`config.mk`:
```
export PLATFORM = sky130hd
export DESIGN_NAME = node_table_ctrl_flat
export DESIGN_NICKNAME = d
export VERILOG_FILES = /design/src/rtl/kdtree_pkg.sv /design/src/rtl/node_table_ctrl_if.sv /design/src/rtl/node_table_lookup.sv /design/src/rtl/node_table_ctrl.sv /design/src/flat_wrapper.sv
export SDC_FILE = /design/constraint.sdc
export NUM_CORES = 2
export LEC_CHECK = 0
export CORE_UTILIZATION = 47
export DETAILED_ROUTE_END_ITERATION = 6
export PLACE_DENSITY_LB_ADDON = 0.05
export SETUP_SLACK_MARGIN = 0.2
export SYNTH_ARGS = -nofsm -noshare
export SYNTH_HDL_FRONTEND = slang
export SYNTH_SLANG_ARGS = --single-unit
```
`constraint.sdc`:
```
create_clock -name wb_clk_i -period 5.3 [get_ports wb_clk_i]
set_clock_uncertainty 0.05 [all_clocks]
set_input_delay 1.06 -clock wb_clk_i [delete_from_list [all_inputs] [get_ports wb_clk_i]]
set_output_delay 1.06 -clock wb_clk_i [all_outputs]
set_load 0.05 [all_outputs]
```
`src/rtl/kdtree_pkg.sv`:
```
// rtl/kdtree_pkg.sv - shared KD-tree node types, sizes and 32-bit node word packing
//
// Purpose: one place for the internal-node record layout so the node table,
// its lookup ports and the Wishbone/stream word format stay in agreement.
// Packed word: [IDX_W-1:0] idx, [2*DATA_WIDTH-1:DATA_WIDTH] median, rest zero.
package kdtree_pkg;

  localparam int DATA_WIDTH = 11;
  localparam int IDX_W      = 3;
  localparam int NUM_LEAVES = 64;
  localparam int NUM_NODES  = NUM_LEAVES - 1;
  localparam int ADDR_W     = $clog2(NUM_NODES);

  // Base of the node table in the wbsCtrl address map; wbsCtrl strips it
  // before the index reaches this block.
  localparam logic [31:0] WBS_NODE_ADDR = 32'h3000_1000;

  // All-ones split index marks a node that has not been given a split yet.
  localparam logic [IDX_W-1:0] NODE_IDX_DEFAULT = '1;

  typedef struct packed {
    logic [DATA_WIDTH-1:0] median;
    logic [IDX_W-1:0]      idx;
  } node_t;

  localparam node_t NODE_DEFAULT = '{median: '0, idx: NODE_IDX_DEFAULT};

  typedef enum logic {
    LD_RUN  = 1'b0,
    LD_DONE = 1'b1
  } load_state_e;

  function automatic logic [31:0] pack_node(node_t n);
    logic [31:0] w;
    w = '0;
    w[IDX_W-1:0]                 = n.idx;
    w[2*DATA_WIDTH-1:DATA_WIDTH] = n.median;
    return w;
  endfunction

  // Padding bits of the word carry no meaning and are dropped.
  function automatic node_t unpack_node(logic [31:0] w);
    node_t n;
    logic  unused_pad;
    unused_pad = ^{w[31:2*DATA_WIDTH], w[DATA_WIDTH-1:IDX_W]};
    n.idx      = w[IDX_W-1:0];
    n.median   = w[2*DATA_WIDTH-1:DATA_WIDTH];
    return n;
  endfunction

endpackage

```
`src/rtl/node_table_ctrl_if.sv`:
```
// rtl/node_table_ctrl_if.sv - bus bundle for the node table: Wishbone node port, load stream, two lookups
//
// Purpose: groups every non-clock/reset signal of node_table_ctrl.
// Ports (as seen by the table, modport slave):
//   in : wbs_mode, wbs_node_mem_{csb,web,addr,wdata}, load_{start,valid,data},
//        lk0/lk1_{valid,addr}
//   out: wbs_node_mem_rdata, load_ready, load_done, lk0/lk1_{rvalid,median,idx}
interface node_table_ctrl_if;

  logic                             wbs_mode;
  logic                             wbs_node_mem_csb;
  logic                             wbs_node_mem_web;
  logic [31:0]                      wbs_node_mem_addr;
  logic [31:0]                      wbs_node_mem_wdata;
  logic [31:0]                      wbs_node_mem_rdata;

  logic                             load_start;
  logic                             load_valid;
  logic [31:0]                      load_data;
  logic                             load_ready;
  logic                             load_done;

  logic                             lk0_valid;
  logic [kdtree_pkg::ADDR_W-1:0]    lk0_addr;
  logic                             lk0_rvalid;
  logic [kdtree_pkg::DATA_WIDTH-1:0] lk0_median;
  logic [kdtree_pkg::IDX_W-1:0]     lk0_idx;

  logic                             lk1_valid;
  logic [kdtree_pkg::ADDR_W-1:0]    lk1_addr;
  logic                             lk1_rvalid;
  logic [kdtree_pkg::DATA_WIDTH-1:0] lk1_median;
  logic [kdtree_pkg::IDX_W-1:0]     lk1_idx;

  modport master (
    output wbs_mode, wbs_node_mem_csb, wbs_node_mem_web, wbs_node_mem_addr,
           wbs_node_mem_wdata, load_start, load_valid, load_data,
           lk0_valid, lk0_addr, lk1_valid, lk1_addr,
    input  wbs_node_mem_rdata, load_ready, load_done,
           lk0_rvalid, lk0_median, lk0_idx, lk1_rvalid, lk1_median, lk1_idx
  );

  modport slave (
    input  wbs_mode, wbs_node_mem_csb, wbs_node_mem_web, wbs_node_mem_addr,
           wbs_node_mem_wdata, load_start, load_valid, load_data,
           lk0_valid, lk0_addr, lk1_valid, lk1_addr,
    output wbs_node_mem_rdata, load_ready, load_done,
           lk0_rvalid, lk0_median, lk0_idx, lk1_rvalid, lk1_median, lk1_idx
  );

endinterface

```
`src/rtl/node_table_lookup.sv`:
```
// rtl/node_table_lookup.sv - one registered traversal lookup port into the node table
//
// Purpose: reads one node per accepted request with one cycle of latency.
// Ports:
//   wb_clk_i, wb_rst_i : clock, synchronous active-high reset
//   node_table         : current table contents
//   req                : request accepted this cycle (already gated)
//   addr               : node index; out-of-range gives the default node
//   rvalid             : result valid, one cycle after req
//   median, idx        : node fields, held when no request is accepted
module node_table_lookup
  import kdtree_pkg::*;
(
  input  logic                  wb_clk_i,
  input  logic                  wb_rst_i,
  input  node_t                 node_table [NUM_NODES],
  input  logic                  req,
  input  logic [ADDR_W-1:0]     addr,
  output logic                  rvalid,
  output logic [DATA_WIDTH-1:0] median,
  output logic [IDX_W-1:0]      idx
);

  always_ff @(posedge wb_clk_i) begin
    if (wb_rst_i) begin
      rvalid <= 1'b0;
      median <= '0;
      idx    <= '0;
    end else begin
      rvalid <= req;
      if (req) begin
        if (addr < ADDR_W'(NUM_NODES)) begin
          median <= node_table[addr].median;
          idx    <= node_table[addr].idx;
        end else begin
          median <= NODE_DEFAULT.median;
          idx    <= NODE_DEFAULT.idx;
        end
      end
    end
  end

endmodule

```
`src/rtl/node_table_ctrl.sv`:
```
// rtl/node_table_ctrl.sv - KD-tree internal-node table: Wishbone debug port, streaming loader, dual lookup
//
// Purpose: holds NUM_NODES {median, idx} entries. In Wishbone mode the
// table is read/written through wbsCtrl's node-memory port; in normal mode
// it is filled by a stream and then serves two independent lookups.
// Ports:
//   wb_clk_i, wb_rst_i : clock, synchronous active-high reset
//   bus (slave)        : Wishbone node port, load stream, lk0/lk1 lookups
module node_table_ctrl
  import kdtree_pkg::*;
(
  input  logic              wb_clk_i,
  input  logic              wb_rst_i,
  node_table_ctrl_if.slave  bus
);

  node_t             node_mem [NUM_NODES];
  load_state_e       ld_state;
  logic [ADDR_W-1:0] ld_ptr;
  logic              load_done_q;
  logic [31:0]       rdata_q;

  logic              wb_hit;
  logic [ADDR_W-1:0] wb_idx;
  logic              lk0_req;
  logic              lk1_req;

  assign wb_hit = bus.wbs_node_mem_addr < 32'(NUM_NODES);
  assign wb_idx = bus.wbs_node_mem_addr[ADDR_W-1:0];

  // A lookup is only meaningful once the whole tree is in place.
  assign lk0_req = bus.lk0_valid & load_done_q & ~bus.wbs_mode;
  assign lk1_req = bus.lk1_valid & load_done_q & ~bus.wbs_mode;

  assign bus.load_ready         = ~load_done_q & ~bus.load_start & ~bus.wbs_mode;
  assign bus.load_done          = load_done_q;
  assign bus.wbs_node_mem_rdata = rdata_q;

  // Storage, Wishbone port and load FSM share one process: wbs_mode selects
  // exactly one writer, so the table never has two write sources per cycle.
  always_ff @(posedge wb_clk_i) begin
    if (wb_rst_i) begin
      for (int i = 0; i < NUM_NODES; i++) begin
        node_mem[i] <= NODE_DEFAULT;
      end
      ld_state    <= LD_RUN;
      ld_ptr      <= '0;
      load_done_q <= 1'b0;
      rdata_q     <= '0;
    end else if (bus.wbs_mode) begin
      // Load state is left untouched here, so an interrupted load resumes.
      if (!bus.wbs_node_mem_csb) begin
        if (!bus.wbs_node_mem_web) begin
          if (wb_hit) begin
            node_mem[wb_idx] <= unpack_node(bus.wbs_node_mem_wdata);
          end
        end else begin
          rdata_q <= wb_hit ? pack_node(node_mem[wb_idx]) : 32'h0;
        end
      end
    end else if (bus.load_start) begin
      ld_state    <= LD_RUN;
      ld_ptr      <= '0;
      load_done_q <= 1'b0;
    end else begin
      case (ld_state)
        LD_RUN: begin
          if (bus.load_valid) begin
            node_mem[ld_ptr] <= unpack_node(bus.load_data);
            // The pointer parks on the last entry rather than wrapping.
            if (ld_ptr == ADDR_W'(NUM_NODES - 1)) begin
              ld_state    <= LD_DONE;
              load_done_q <= 1'b1;
            end else begin
              ld_ptr <= ld_ptr + 1'b1;
            end
          end
        end
        LD_DONE: begin
          load_done_q <= 1'b1;
        end
        default: begin
          ld_state <= LD_RUN;
        end
      endcase
    end
  end

  node_table_lookup u_lk0 (
    .wb_clk_i   (wb_clk_i),
    .wb_rst_i   (wb_rst_i),
    .node_table (node_mem),
    .req        (lk0_req),
    .addr       (bus.lk0_addr),
    .rvalid     (bus.lk0_rvalid),
    .median     (bus.lk0_median),
    .idx        (bus.lk0_idx)
  );

  node_table_lookup u_lk1 (
    .wb_clk_i   (wb_clk_i),
    .wb_rst_i   (wb_rst_i),
    .node_table (node_mem),
    .req        (lk1_req),
    .addr       (bus.lk1_addr),
    .rvalid     (bus.lk1_rvalid),
    .median     (bus.lk1_median),
    .idx        (bus.lk1_idx)
  );

endmodule

```
`src/flat_wrapper.sv`:
```
// flat-port wrapper written by rule: the top's interface ports become plain ports
module node_table_ctrl_flat import kdtree_pkg::*;
  (wb_clk_i, wb_rst_i, bus_wbs_mode, bus_wbs_node_mem_csb, bus_wbs_node_mem_web, bus_wbs_node_mem_addr, bus_wbs_node_mem_wdata, bus_load_start, bus_load_valid, bus_load_data, bus_lk0_valid, bus_lk0_addr, bus_lk1_valid, bus_lk1_addr, bus_wbs_node_mem_rdata, bus_load_ready, bus_load_done, bus_lk0_rvalid, bus_lk0_median, bus_lk0_idx, bus_lk1_rvalid, bus_lk1_median, bus_lk1_idx);
  node_table_ctrl_if bus_i ();
  input  logic wb_clk_i;
  input  logic wb_rst_i;
  input wire logic [$bits(bus_i.wbs_mode)-1:0] bus_wbs_mode;
  input wire logic [$bits(bus_i.wbs_node_mem_csb)-1:0] bus_wbs_node_mem_csb;
  input wire logic [$bits(bus_i.wbs_node_mem_web)-1:0] bus_wbs_node_mem_web;
  input wire logic [$bits(bus_i.wbs_node_mem_addr)-1:0] bus_wbs_node_mem_addr;
  input wire logic [$bits(bus_i.wbs_node_mem_wdata)-1:0] bus_wbs_node_mem_wdata;
  input wire logic [$bits(bus_i.load_start)-1:0] bus_load_start;
  input wire logic [$bits(bus_i.load_valid)-1:0] bus_load_valid;
  input wire logic [$bits(bus_i.load_data)-1:0] bus_load_data;
  input wire logic [$bits(bus_i.lk0_valid)-1:0] bus_lk0_valid;
  input wire logic [$bits(bus_i.lk0_addr)-1:0] bus_lk0_addr;
  input wire logic [$bits(bus_i.lk1_valid)-1:0] bus_lk1_valid;
  input wire logic [$bits(bus_i.lk1_addr)-1:0] bus_lk1_addr;
  output wire logic [$bits(bus_i.wbs_node_mem_rdata)-1:0] bus_wbs_node_mem_rdata;
  output wire logic [$bits(bus_i.load_ready)-1:0] bus_load_ready;
  output wire logic [$bits(bus_i.load_done)-1:0] bus_load_done;
  output wire logic [$bits(bus_i.lk0_rvalid)-1:0] bus_lk0_rvalid;
  output wire logic [$bits(bus_i.lk0_median)-1:0] bus_lk0_median;
  output wire logic [$bits(bus_i.lk0_idx)-1:0] bus_lk0_idx;
  output wire logic [$bits(bus_i.lk1_rvalid)-1:0] bus_lk1_rvalid;
  output wire logic [$bits(bus_i.lk1_median)-1:0] bus_lk1_median;
  output wire logic [$bits(bus_i.lk1_idx)-1:0] bus_lk1_idx;
  assign bus_i.wbs_mode = bus_wbs_mode;
  assign bus_i.wbs_node_mem_csb = bus_wbs_node_mem_csb;
  assign bus_i.wbs_node_mem_web = bus_wbs_node_mem_web;
  assign bus_i.wbs_node_mem_addr = bus_wbs_node_mem_addr;
  assign bus_i.wbs_node_mem_wdata = bus_wbs_node_mem_wdata;
  assign bus_i.load_start = bus_load_start;
  assign bus_i.load_valid = bus_load_valid;
  assign bus_i.load_data = bus_load_data;
  assign bus_i.lk0_valid = bus_lk0_valid;
  assign bus_i.lk0_addr = bus_lk0_addr;
  assign bus_i.lk1_valid = bus_lk1_valid;
  assign bus_i.lk1_addr = bus_lk1_addr;
  assign bus_wbs_node_mem_rdata = bus_i.wbs_node_mem_rdata;
  assign bus_load_ready = bus_i.load_ready;
  assign bus_load_done = bus_i.load_done;
  assign bus_lk0_rvalid = bus_i.lk0_rvalid;
  assign bus_lk0_median = bus_i.lk0_median;
  assign bus_lk0_idx = bus_i.lk0_idx;
  assign bus_lk1_rvalid = bus_i.lk1_rvalid;
  assign bus_lk1_median = bus_i.lk1_median;
  assign bus_lk1_idx = bus_i.lk1_idx;
  node_table_ctrl u_core (.wb_clk_i(wb_clk_i), .wb_rst_i(wb_rst_i), .bus(bus_i));
endmodule
```
==> summary.txt <==
Floorplan
  • Top Ports: 181
  • Row count: 135
  • Starting Density: 0.475
  • Die height: 373 um
  • Core box area: 0.136 mm^2
  • Die ar.: 0.139 mm^2
  • Die X: between 300 and 400 um

Detailed routing
  • 1st-iter DRT viols: 13.7k
  • 1st-pass router iterations: 7
  • Met2 WL post-DR: 154,000 um
  • M1 wire length: 141,000 um
  • Uppermost layer routed: met5
  • ANT nets after route: 0
  • Residual DRC: 0
  • Vias: roughly 70k
  • Routed WL: 402,000 um
  • Via density: ~8
  • Met3 routed WL: ~69,000 um
  • Avg WL per Cell: 46.0 um

Synth
  • Cell taking the most area after synthesis: dfxtp_1
  • Synth top area share: 0.289
  • Distinct cells, synth: 88
  • Synthesized netlist cell count: 6,956
  • Async SR Flop Fraction: 0
  • Synthesis-stage register bit count: 934
  • Top FF cell, synth: dfxtp_1
  • Area contributors post-synth: dfxtp_1 (29%), mux2i_1 (16%), mux4_2 (13%), o22ai_1 (7.8%), nor2_1 (6.5%)
  • Top cells by count, synth: nor2_1 (1,122), mux2i_1 (1,042), dfxtp_1 (934)
  • Mapped Area: approximately 0.065 mm^2
  • Mean post-synth cell area: 9.29 um^2
  • Top-count cell post-synth: nor2_1
  • Post-synth EDFFs: 0
  • Yosys warnings: 0
  • Sequential area share after synthesis: 0.289

Timing
  • Final Setup Violations: 0
  • Fin Setup TNS: 0 ns
  • Slew Viols, Final: 18
  • Slew HR: -0.133
  • Tcrit/Tclk final: 0.799
  • Hold Fails Final Rpt: 0
  • RSZ-0062 raised after global routing: no
  • Max Fclk: 0.236 GHz
  • Minimum clock period: ~4.2 ns
  • PnR worst setup slack: between 1 and 1.5 ns
  • Measured slew at the worst slew-check pin: between 1.5 and 2 ns
  • WHS: between 0.4 and 0.5 ns

Finish
  • Reg area: 0.0187 mm^2
  • Nets: 6,955
  • Share of layout cells above drive strength 1: 0.185
  • Area grow syn2layout: 11.5%
  • Fill cells: ~13k
  • Multi-input gate area in the final layout: between 0.04 and 0.05 mm^2

Global routing
  • Initial antenna violation count: 48
  • Global-route wire length before repair: 538,000 um
  • All-Layer GR Usage: 0.556
  • Largest net degree at the start of global routing: roughly 190
  • Vias in the first global route: between 60k and 70k
  • GR Overflow Total: 0

Pwr
  • Design Power: 18,100 uW
  • Max VDD drop: 301 uV
  • P per Cell Area: 252 mW/mm^2
  • LEAKAGE: 0.0294 uW

Placement
  • Port Buf Inserts: 126
  • Final HPWL from detailed placement: 273,000 um
  • Gp weighted congestion: 1.12
  • Post-Place Setup Slack: 0.718 ns

Clock tree
  • Post-cts sizing count: 0
  • Hold buffers post-CTS: 0
  • H-tree levels: 3
  • Clk root buf: clkbuf_16
  • CTS buffer count: 115
  • Num Clock Sinks: 934
  • Clock Latency Late Sink: approximately 0.79 ns
  • Postcts setup bufs: 0
  • Reg clk slew, reported paths: 0.07 ns
  • CTS tree: yes
  • Max Buffers Root-to-Sink: 3

Critical path
  • Reg2reg setup slack: 1.38 ns
  • Critical Path RT: 5.93 ns
  • Critical Path Source Type: primary input
  • Setup CP Type: in2reg
  • CP arrival: 4.86 ns
  • Worst setup EP type: flop
  • CP max FO: 59
  • Reg2Reg Depth: 7

Status
  • Outcome: finished with violations
  • Failing checks: capacitance limit, slew limit

Flow run
  • Maxcap violations: 2

Worst hold path
  • Min-Delay Path Depth: 2
  • Worst hold path type: reg2reg
## where the power goes
| group | internal [uW] | switching [uW] | total, uW | leakage, uW |
|---|---|---|---|---|
| sequential | 7020 | 6.79 | 7030 | 0.00753 |
| clock | 4810 | 3620 | 8420 | 0.00192 |
| combinational | 640 | 2030 | 2670 | 0.0199 |
| total | 12500 | 5660 | 18100 | 0.0294 |
## metrics by stage
step / instances / cell area, um^2 / util
floorplan: 6973 / 64700 / -
global placement: 8500 / 68100 / 0.501
detailed placement: 8500 / 68100 / 0.501
CTS: 8713 / 72000 / 0.529
global route: 8713 / 72000 / 0.529
finish: 8741 / 72000 / 0.530
## cells in the final DEF (no fill, tap or decap), drive strengths merged, types with 98 or more instances in the layout
cell type,Yosys,layout
nor2,1123,1123
mux2i,1042,1042
dfxtp,934,934
o22ai,870,870
buf,344,476
mux4,376,376
nand2,247,247
o22a,203,203
a211o,191,191
clkbuf,500,174
a22oi,137,137
nand3,128,128
clkdlybuf4s50,0,113
mux2,98,98
## critical path, cell delays in order
cell       delay (ns)
buf_8            0.61
mux4_2           0.61
mux2i_1          0.68
nor3_1           0.38
a2111oi_0        0.78
nand4_1          0.30
a22o_1           0.26
## per-layer routing
| metal | up-vias | track usage |
|---|---|---|
| met2 | 6777 | 0.743 |
| met1 | 34500 | 0.679 |
| met3 | 1765 | 0.283 |
| met5 | - | 0.00384 |
| li1 | 26600 | - |
| met4 | 40 | 0.399 |
## registers in the layout (all words and copies together) (netlist names)
| signal | count |
|---|---|
| u_core.u_lk0.idx | 3 |
| u_core.bus.load_done | 1 |
| u_core.node_mem | 882 |
| u_core.u_lk1.median | 11 |
| u_core.u_lk0.median | 11 |
| u_core.ld_ptr | 6 |
| u_core.u_lk0.rvalid | 1 |
| u_core.bus.wbs_node_mem_rdata | 14 |
| u_core.ld_state | 1 |
| u_core.u_lk1.idx | 3 |
| u_core.u_lk1.rvalid | 1 |
## area by class of cell
type,count,share of cell area
well taps,1781,0.0309
repair buffers,590,0.0736
flip-flops and latches,934,0.260
inverters,15,0.000816
clock inverters,40,0.00580
diodes,28,0.000973
clock buffers,173,0.0479
multi-input cells,5180,0.581
## cell families after synthesis
kind of cell,synth area share
fa+ha+maj,0.000387
other cells,0.0000580
compound gates,0.221
xor+xnor,0.000407
buf+inv,0.0672
mux,0.309
flops,0.289
simple gates,0.113
## final timing paths
| path | startpoint | to |
|---|---|---|
| worst max-delay path | bus_lk1_addr[0] | u_core.u_lk1.median[7]$_SDFFE_PP0P_ |
| worst min register to register | u_core.u_lk0.median[0]$_SDFFE_PP0P_ | u_core.u_lk0.median[0]$_SDFFE_PP0P_ |
| worst min-delay path | u_core.u_lk0.median[0]$_SDFFE_PP0P_ | u_core.u_lk0.median[0]$_SDFFE_PP0P_ |
| worst max register to register | u_core.ld_ptr[3]$_SDFFE_PP0P_ | u_core.node_mem[621]$_SDFFE_PP0P_ |
Power figures use the tool's default switching activity.
